**config.mk**
```make
export PLATFORM = sky130hd
export DESIGN_NAME = mem_access_unit
export DESIGN_NICKNAME = d
export VERILOG_FILES = /design/src/rtl/mau_pkg.sv /design/src/rtl/mau_lane_merge.sv /design/src/rtl/mem_access_unit.sv
export SDC_FILE = /design/constraint.sdc
export NUM_CORES = 1
export LEC_CHECK = 0
export BUFFER_PORTS_ARGS = -buffer_cell sky130_fd_sc_hd__buf_2
export CELL_PAD_IN_SITES_DETAIL_PLACEMENT = 1
export CELL_PAD_IN_SITES_GLOBAL_PLACEMENT = 1
export CORE_ASPECT_RATIO = 1.75
export CORE_UTILIZATION = 40
export CTS_BUF_LIST = sky130_fd_sc_hd__clkbuf_2 sky130_fd_sc_hd__clkbuf_4 sky130_fd_sc_hd__clkbuf_8
export CTS_CLUSTER_SIZE = 20
export DETAILED_ROUTE_END_ITERATION = 6
export GPL_TIMING_DRIVEN = 0
export PLACE_DENSITY = 0.87
export SETUP_SLACK_MARGIN = 0.1
export SLEW_MARGIN = 20
export SYNTH_ARGS = -nofsm -noshare
export SYNTH_HDL_FRONTEND = slang
export SYNTH_SLANG_ARGS = --single-unit
```
**constraint.sdc**
```tcl
create_clock -name clk -period 11.6 [get_ports clk]
set_input_delay 1.74 -clock clk [delete_from_list [all_inputs] [get_ports clk]]
set_output_delay 1.74 -clock clk [all_outputs]
set_load 0.01 [all_outputs]
```
**src/rtl/mau_pkg.sv**
```systemverilog
// mau_pkg: shared FSM state, access-size encodings and datapath width for mem_access_unit.
package mau_pkg;
  localparam int MAU_XLEN = 64;
  typedef enum logic [1:0] {IDLE, RD, WR, RSP} state_t;
  typedef enum logic [1:0] {SZ_B, SZ_H, SZ_W, SZ_D} size_t;
endpackage

```
**src/rtl/mau_lane_merge.sv**
```systemverilog
// mau_lane_merge: store byte-lane merge into a read doubleword and load extract with sign/zero extension.
module mau_lane_merge
  import mau_pkg::*;
#(parameter int XLEN = MAU_XLEN) (
  input  logic [XLEN-1:0] rdata,
  input  logic [XLEN-1:0] wdata,
  input  logic [1:0]      size,
  input  logic            is_unsigned,
  output logic [XLEN-1:0] merged,
  output logic [XLEN-1:0] ext
);
  logic [XLEN-1:0] mask;
  logic sign;
  always_comb begin
    // 1 << 64 wraps to 0, so the double case yields an all-ones mask
    mask = (XLEN'(1) << (7'd8 << size)) - XLEN'(1);
    sign = size == SZ_B ? rdata[7] : size == SZ_H ? rdata[15] : rdata[31];
    merged = (rdata & ~mask) | (wdata & mask);
    ext = (is_unsigned || size == SZ_D || !sign) ? (rdata & mask) : (rdata | ~mask);
  end
endmodule

```
**src/rtl/mem_access_unit.sv**
```systemverilog
// mem_access_unit: load/store sequencer with read-modify-write for sub-doubleword stores.
// Define MAU_MISALIGN_TRAP_EN to reject misaligned accesses with rsp_err instead of executing them.
module mem_access_unit
  import mau_pkg::*;
#(parameter int XLEN = MAU_XLEN) (
  input  logic            clk,
  input  logic            reset,
  input  logic            req_valid,
  output logic            req_ready,
  input  logic            req_write,
  input  logic [1:0]      req_size,
  input  logic            req_unsigned,
  input  logic [XLEN-1:0] req_addr,
  input  logic [XLEN-1:0] req_wdata,
  output logic            rsp_valid,
  input  logic            rsp_ready,
  output logic [XLEN-1:0] rsp_rdata,
  output logic            rsp_err,
  output logic            MemRead,
  output logic            MemWrite,
  output logic [XLEN-1:0] Mem_Addr,
  output logic [XLEN-1:0] Write_Data,
  input  logic [XLEN-1:0] Read_Data
);
  state_t state;
  logic write_q, uns_q, misaligned;
  logic [1:0] size_q;
  logic [XLEN-1:0] wdata_q, merged, ext;
`ifdef MAU_MISALIGN_TRAP_EN
  assign misaligned = |({1'b0, req_addr[2:0]} & ((4'd1 << req_size) - 4'd1));
`else
  assign misaligned = 1'b0;
`endif
  assign req_ready = state == IDLE && !reset;
  assign rsp_valid = state == RSP;
  assign MemRead = state == RD;
  assign MemWrite = state == WR;
  mau_lane_merge #(.XLEN(XLEN)) u_lane (
    .rdata(Read_Data),
    .wdata(wdata_q),
    .size(size_q),
    .is_unsigned(uns_q),
    .merged(merged),
    .ext(ext)
  );
  always_ff @(posedge clk or posedge reset) begin
    if (reset) begin
      state <= IDLE;
      write_q <= 1'b0;
      uns_q <= 1'b0;
      size_q <= '0;
      wdata_q <= '0;
      Mem_Addr <= '0;
      Write_Data <= '0;
      rsp_rdata <= '0;
      rsp_err <= 1'b0;
    end else begin
      case (state)
        IDLE: if (req_valid) begin
          write_q <= req_write;
          size_q <= req_size;
          uns_q <= req_unsigned;
          wdata_q <= req_wdata;
          rsp_err <= misaligned;
          rsp_rdata <= '0;
          if (misaligned) state <= RSP;
          else if (req_write && req_size == SZ_D) begin
            state <= WR;
            Mem_Addr <= req_addr;
            Write_Data <= req_wdata;
          end else begin
            state <= RD;
            Mem_Addr <= req_addr;
          end
        end
        RD: begin
          state <= write_q ? WR : RSP;
          if (write_q) Write_Data <= merged;
          else rsp_rdata <= ext;
        end
        WR: state <= RSP;
        RSP: if (rsp_ready) state <= IDLE;
        default: state <= IDLE;
      endcase
    end
  end
endmodule

```
Yosys cells after proc, flatten, opt, wreduce, memory -nomap -nowiden
Index checks and enable logic that the tools add are counted.
{ "op_classes": {"n_addsub": 1, "shift": 2, "n_eq_ne": 11, "bitwise": 6, "n_reduce_logical": 13, "n_mux": 15} }
{ "op_table": {"columns": ["operator", "count"], "rows": [
  ["64-bit 2-to-1 mux", 6],
  ["64-bit case mux with 2 select lines", 2],
  ["64-bit AND", 3],
  ["64-bit OR", 2],
  ["64-bit inverter", 1],
  ["1-bit by 7-bit << shifter with 64-bit output (first input constant)", 1],
  ["64-bit by 2-bit subtractor with 64-bit output (second input constant)", 1],
  ["2-bit == test (second input constant)", 4],
  ["2-bit case mux with 4 select lines", 1],
  ["4-bit by 2-bit << shifter with 7-bit output (first input constant)", 1],
  ["2-bit 2-to-1 mux", 3],
  ["2-bit by 1-bit inequality test with 1-bit output (second input constant)", 3],
  ["2-bit by 1-bit == test with 1-bit output (second input constant)", 2],
  ["2-bit logical NOT", 2],
  ["2-bit inequality test (second input constant)", 2],
  ["2-bit AND reduction", 2],
  ["4-bit AND reduction", 1],
  ["1-bit 2-to-1 mux", 3],
  ["3-bit AND reduction", 1],
  ["1-bit logical AND", 2],
  ["1-bit logical NOT", 2],
  ["1-bit logical OR", 2],
  ["2-bit nonzero test", 1]
]} }
{ "totals": {"output_inout_bits": 197, "inputBits": 200, "word_cells": 56, "reg_bits": 262} }

Logic depth before layout (Yosys ltp)
Gate-level depths: netlist of the first run.
{ "logic_depth": {"depth_word": 8, "depth_mapped": 10, "depth_no_buf": 6} }

Hierarchy
A second synthesis of the first run with hierarchy kept.
{ "hier_totals": {"hier_cells": 866, "hier_area_um2": 11984.0} }
{ "modules_own_cells": {"columns": ["mod", "area_per_inst_um2", "n_inst", "seq_area_each_um2", "cells_per_inst"], "rows": [
  ["mem_access_unit", 10465.0, 1, 6556.3, 654],
  ["mau_lane_merge", 1519.0, 1, 0.0, 212]
]} }

Least setup slack after synthesis of the first run
No wires, ideal clock.
{ "synth_timing": {"kind": "in2out", "startpoint": "in reset", "endpoint": "out req_ready", "arrival_ps": 1897, "slack_ps": 7963, "path_buffers": 0, "required_ps": 9860, "path_stages": 1, "path_cell_list": "nor2_1"} }
{ "synth_via": {"elab_chain_cells": 2} }
{ "synth_lines": {"columns": ["item", "line", "text"], "rows": [
  ["start: declaration", "mem_access_unit.sv:7", "input logic reset,"],
  ["1-bit logical NOT (no source line)", null, null],
  ["1-bit logical AND", "mem_access_unit.sv:34", "assign req_ready = state == IDLE && !reset;"],
  ["end: declaration", "mem_access_unit.sv:9", "output logic req_ready,"]
]} }
No other way between the ends.

Worst setup path after layout of the first run
Ends and elaborated chain as after synthesis.

==> results of run 1 <==
## cells by family after synthesis
| kind of cell | synth area share |
|---|---|
| AOI/OAI and AO/OA | 0.153 |
| adders and majority gates | 0.00546 |
| buffers and inverters | 0.0365 |
| DFF | 0.572 |
| muxes | 0.153 |
| other | 0.000327 |
| and+or+nand+nor | 0.0797 |
## synthesized netlist by cell type (2+ instances only)
library cell / count / area [µm²]
dfrtp_1: 262 / 6560
nand2_1: 178 / 668
mux2_2: 133 / 1500
o21ai_0: 56 / 280
nor2_1: 43 / 161
a21o_1: 41 / 308
a311oi_2: 40 / 601
a32oi_1: 32 / 280
clkbuf_1: 29 / 109
buf_2: 28 / 140
a21oi_1: 26 / 130
mux2i_1: 26 / 260
buf_1: 10 / 37.5
o21ai_1: 10 / 50.1
a22o_1: 8 / 70.1
buf_6: 8 / 90.1
ha_1: 5 / 62.6
inv_1: 5 / 18.8
buf_4: 3 / 22.5
nor2b_1: 3 / 18.8
nand2b_1: 2 / 12.5
## cells in the final DEF (no fill, tap or decap), types with 2 or more instances in the layout
cell	count
ha_1	5
bufinv_16	3
nor2_1	43
clkinv_2	6
clkbuf_4	14
mux2_2	133
clkbuf_1	29
nor2b_1	3
buf_4	3
buf_6	8
buf_2	423
o21ai_0	56
inv_1	4
diode_2	12
nand2_1	178
a21o_1	41
o21ai_1	10
a21oi_1	26
a32oi_1	32
nand2b_1	2
mux2i_1	26
a311oi_2	40
buf_16	2
buf_1	10
dfrtp_1	262
a22o_1	8
clkbuf_8	50
## through the flow
step	std cells	setup TNS [ps]
2_1_floorplan	959	0
3_3_place_gp	1727	-103010
3_5_place_dp	1729	0
4_1_cts	1802	0
5_1_grt	1813	0
6_report	1814	0
## state kept, by name, indices dropped and copies added (netlist names)
register / count
rsp_rdata: 64
Write_Data: 64
Mem_Addr: 64
write_q: 1
wdata_q: 64
uns_q: 1
state: 2
size_q: 2
## metal layers
metal  share of wire  track usage  vias up
met1            0.33        0.282     4950
met3           0.056       0.0595      117
met4           0.048        0.143        2
met5         0.00029            0        -
met2            0.56        0.555      404
li1                -            -     4275
## final cells by class
cell class | instances | share of cell area
clock buffer | 64 | 0.0532
sequential | 262 | 0.440
clock inverter | 9 | 0.00806
timing repair buffer | 397 | 0.136
inverter | 5 | 0.00176
buffer | 78 | 0.0268
antenna | 12 | 0.00201
tap | 373 | 0.0313
multi-input combinational | 614 | 0.301
## path summary, 6_finish.rpt
kind / end / slack [ps] / depth (start not counted)
worst max-delay path: req_ready / 7750 / 3
worst min-delay path: Write_Data[34]$_DFFE_PP0P_ / 470 / 1
worst max register to register: rsp_rdata[48]$_DFFE_PP0P_ / 8830 / 9
worst min register to register: Write_Data[34]$_DFFE_PP0P_ / 470 / 1
max in group asynchronous: rsp_rdata[38]$_DFFE_PP0P_ / 9390 / 3
min in group asynchronous: rsp_rdata[21]$_DFFE_PP0P_ / 1250 / 2
## power groups by stage
stage                     Sequential [W]  Clock, W  Combinational [W]
after detailed placement         0.00162         0            0.00213
final                            0.00162  0.000879            0.00214
after global placement           0.00158         0            0.00204
after global routing             0.00166  0.000932            0.00231
after floorplan                  0.00172         0            0.00117
after CTS                        0.00161  0.000893            0.00216
## worst max-delay path: cells and delay by family
| family | cells | cell delay (ps) |
|---|---|---|
| and+or+nand+nor | 1 | 90 |
| buffers and inverters | 2 | 280 |
==> impl_metrics.py, run 1 <==
metrics = {
    "die": {
        "die_area_um2": 29400,
        "die_x_um": 130,
        "rows": 81,
        "die_h_um": 226,
        "ios": 397,
        "initial_utilization": 0.408,
        "core_area_um2": 28100,
    },
    "sta": {
        "relSlewSlack": 0.413,
        "fin_crit_sh": 0.332,
        "hold_ws_ps": 473,
        "fin_crit_ps": 3850,
        "hold_viol_final": 0,
        "rsz0062_at_grt": "false",
        "setup_ws_ps": 7750,
        "setup_violations": 0,
        "fmax_mhz": 260,
        "worstMarginPinSlew_ps": 881,
        "drv_slew": 0,
        "finalClockSkew_ps": 11.2,
    },
    "clocking": {
        "cts_setup_buffers": 0,
        "cts_buffers": 41,
        "cts_root_buffer": "clkbuf_8",
        "path_clk_slew_ps": 60,
        "clock_sink_count": 262,
        "insertion_delay_ps": 550,
        "clockBufferDepth": 3,
        "htreeDepth": 2,
        "cts_tree": "built",
        "postCtsHoldBufs": 0,
        "cts-resized-gates": 0,
    },
    "finish": {
        "multi_input_area_um2": 4490,
        "fillers": 3145,
        "register_area_um2": 6560,
        "fin_util": 0.531,
        "synthToLayoutAreaGrowth_pct": 30.1,
        "nNetsFinal": 1604,
        "stdcell_area_um2": 14900,
        "drive_above_1_share": 0.480,
    },
    "detailed_routing": {
        "drc_errors": 0,
        "drt_iter0_markers": 341,
        "vias": 9748,
        "finalWirelength_mm": 41.9,
        "ant_nets": 0,
        "wl_per_cell_um": 23.1,
        "via_per_inst": 5.37,
        "dr.pass1.iters": 4,
    },
    "synthesis": {
        "netlist_area_um2": 11500,
        "seq_area_frac_synth": 0.572,
        "syn_nets": 1164,
        "synth.avg_cell_area_um2": 12.0,
        "synthArstFlopShare": 1.00,
        "synth-edff-count": 0,
        "synthCells": 959,
        "yosysWarnings": 0,
        "ys.flop_type": "dfrtp_1",
        "ys_types": 32,
        "synth-seq-cells": 262,
    },
    "flow_run": {
        "cap_violations": 0,
    },
    "placement": {
        "place.gp.congestion": 0.815,
        "port_buffers": 395,
        "hpwl_mm": 30.9,
        "dp_slack_ps": 7740,
        "place_area_um2": 14000,
    },
    "setup_path": {
        "r2r_start": "state[1]$_DFFE_PP0P_",
        "cpMostUsedCell": "buf_2",
        "crit_type": "input port to output pin",
        "crit_chain": "buf_2 -> nor2_1 -> buf_2",
        "required_ps": 9860,
        "worstPathMaxFanout": 2,
        "endpoint_kind": "output pin",
        "cp-start-kind": "input port",
        "cp_slowest_stage_delay_ps": 140,
        "crit_start": "reset",
        "cp_slowest_cell": "buf_2",
        "cp.arrival_ps": 2110,
    },
    "pwr": {
        "power_density_nw_per_um2": 311,
        "p_switching_w": 0.00190,
        "swShare": 0.409,
        "clockPowerShare": 0.189,
        "total_power_w": 0.00464,
        "pwr-share-seq": 0.349,
        "p_int_w": 0.00274,
        "vdd_ir_drop_max_mv": 0.171,
        "power.leakage_nw": 7.62,
        "pwr-share-comb": 0.461,
    },
    "min_path": {
        "hold_class": "flop to flop",
        "min_from": "Write_Data[34]$_DFFE_PP0P_",
    },
    "global_route": {
        "grt_pass1_wl_mm": 63.3,
        "grt_max_degree": 103,
        "grt_pass1_vias": 11300,
        "grt.overflow.total": 0,
        "antenna_found_initial": 13,
        "grt.total_usage": 0.288,
    },
    "outcome": {
        "status": "complete, no violations",
    },
}
Note: power is estimated with default switching activity, not from simulation.
==> run 2: changes to the inputs <==
- CORE_UTILIZATION: 40 -> 36
- PLACE_DENSITY: 0.87 -> 0.83
- clock period: 11.6 -> 3.2 ns (I/O delays scaled with it)
==> run 2 against run 1 <==
Net effect:
- total power rose to 3.6 times the previous value
- global-route usage shrank 2.8 points
- non-clock buffer count grew 8
- worst setup slack got worse by 7300 ps
- critical path type is now flop to flop
- largest power group unchanged
==> impl_metrics.py, run 2 (synthesized netlist as in run 1, its figures left out) <==
metrics = {
    "outcome": {
        "status": "complete, no violations",
    },
    "finish": {
        "mostFrequentLayoutCell": "buf_2",
        "nNetsFinal": 1612,
        "drive_above_1_share": 0.482,
        "final_cell_mix": "buf_2, dfrtp_1, nand2_1",
        "synthToLayoutAreaGrowth_pct": 31.3,
        "stdcell_area_um2": 15000,
        "fin_util": 0.479,
    },
    "min_path": {
        "hold_class": "input port to flop",
        "holdPathStages": 2,
        "min_to": "Mem_Addr[55]$_DFFE_PP0P_",
        "min_from": "req_addr[55]",
    },
    "global_route": {
        "grt.total_usage": 0.260,
        "grt.overflow.total": 0,
        "antenna_found_initial": 15,
        "grt_pass1_vias": 11100,
        "grt_pass1_wl_mm": 63.0,
        "grt_max_degree": 36,
    },
    "die": {
        "core_area_um2": 31400,
        "die_area_um2": 32600,
        "ios": 397,
        "die_h_um": 238,
        "initial_utilization": 0.365,
        "die_x_um": 137,
        "rows": 86,
    },
    "pwr": {
        "power_density_nw_per_um2": 1100,
        "power.leakage_nw": 7.66,
        "vdd_ir_drop_max_mv": 0.612,
    },
    "setup_path": {
        "cp_slowest_stage_delay_ps": 730,
        "crit_chain": "inv_1 -> ha_1 -> nand2_1 -> clkbuf_1 -> buf_2 -> mux2_2",
        "worstRegToRegCells": 6,
        "required_ps": 3620,
        "r2r-end": "wdata_q[9]$_DFFE_PP0P_",
        "r2r_start": "state[0]$_DFFE_PP0P_",
        "rrSetupSlack_ps": 500,
        "crit_start": "state[0]$_DFFE_PP0P_",
        "cp.arrival_ps": 3130,
        "cp_slowest_cell": "clkbuf_1",
        "worstPathMaxFanout": 10,
        "endpoint_kind": "flop",
        "crit_type": "flop to flop",
        "cp-start-kind": "flop",
    },
    "sta": {
        "worstMarginPinSlew_ps": 937,
        "rsz0062_at_grt": "false",
        "setup_violations": 0,
        "fin_crit_ps": 2700,
        "fmax_mhz": 370,
        "drv_slew": 0,
        "finalClockSkew_ps": 41.8,
        "hold_viol_final": 0,
        "relSlewSlack": 0.375,
        "fin_crit_sh": 0.845,
        "final.setup.tns_ps": 0,
        "hold_ws_ps": 137,
    },
    "detailed_routing": {
        "vias": 9592,
        "finalWirelength_mm": 41.7,
        "wl_per_cell_um": 22.6,
        "dr.pass1.iters": 5,
        "ant_nets": 0,
        "via_per_inst": 5.20,
        "drc_errors": 0,
        "drt_iter0_markers": 298,
    },
    "clocking": {
        "cts_buffers": 41,
        "clockBufferDepth": 3,
        "clock_sink_count": 262,
        "cts_setup_buffers": 0,
        "cts_root_buffer": "clkbuf_8",
        "htreeDepth": 2,
        "postCtsHoldBufs": 1,
        "cts-resized-gates": 0,
        "insertion_delay_ps": 580,
        "path_clk_slew_ps": 60,
        "cts_tree": "built",
    },
    "placement": {
        "port_buffers": 395,
        "place.gp.congestion": 0.841,
        "place_area_um2": 14100,
        "hpwl_mm": 32.2,
    },
    "flow_run": {
        "cap_violations": 0,
    },
}
-- run 2: cell count changes in the layout (fill, tap and decap cells not counted) --
cell | previous run | this run
dlygate4sd3_1 | 0 | 1
clkbuf_8 | 50 | 52
buf_16 | 2 | 1
bufinv_16 | 3 | 1
clkbuf_4 | 14 | 13
buf_12 | 0 | 8
clkinvlp_4 | 0 | 2
inv_8 | 1 | 0
-- run 2: power by group --
part / internal (W) / switching (W)
sequential: 0.00495 / 0.000882
combinational: 0.00319 / 0.00456
clock: 0.00169 / 0.00136
-- run 2: worst max path at each step --
| stage | to | slack (ps) | cells after the start |
|---|---|---|---|
| after floorplan | Mem_Addr[0]$_DFFE_PP0P_ | -740 | 1 |
| after global placement | Mem_Addr[34]$_DFFE_PP0P_ | -2440 | 2 |
| after detailed placement | wdata_q[13]$_DFFE_PP0P_ | 440 | 6 |
| after CTS | wdata_q[13]$_DFFE_PP0P_ | 430 | 6 |
| after global routing | rsp_rdata[47]$_DFFE_PP0P_ | 270 | 9 |
| final | wdata_q[9]$_DFFE_PP0P_ | 500 | 6 |
-- run 2: critical path, delay by kind of cell (launching register included) --
family        cells  cell delay [ps]
simple gates      1              290
buf+inv           3             1260
fa+ha+maj         1              270
flops             1              390
mux               1              380
-- run 2: area by class of cell --
type                            count  area, µm²
Inverter                            5       22.5
Tap cell                          396        495
Timing Repair Buffer              405       2170
Clock inverter                      8       67.6
Multi-Input combinational cell    614       4490
Clock buffer                       65        813
Buffer                             78        399
Sequential cell                   262       6560
Antenna cell                       12       30.0
Fill cell                        3542      16400
-- run 2: layer usage --
metal | track usage | up-vias | wire (µm) | share of wire
met5 | 0 | - | 34 | 0.00082
met4 | 0.152 | 6 | 2110 | 0.051
met3 | 0.0648 | 114 | 2610 | 0.063
met2 | 0.486 | 363 | 22900 | 0.55
met1 | 0.250 | 4814 | 14000 | 0.34
li1 | - | 4295 | - | -
-- run 2: per-stage QoR --
stage          setup slack, ps  total power, W  cells
2_1_floorplan             -736          0.0105    959
3_3_place_gp             -2440          0.0132   1750
3_5_place_dp               441          0.0137   1759
4_1_cts                    433          0.0168   1833
5_1_grt                    268          0.0177   1845
6_report                   496          0.0166   1845
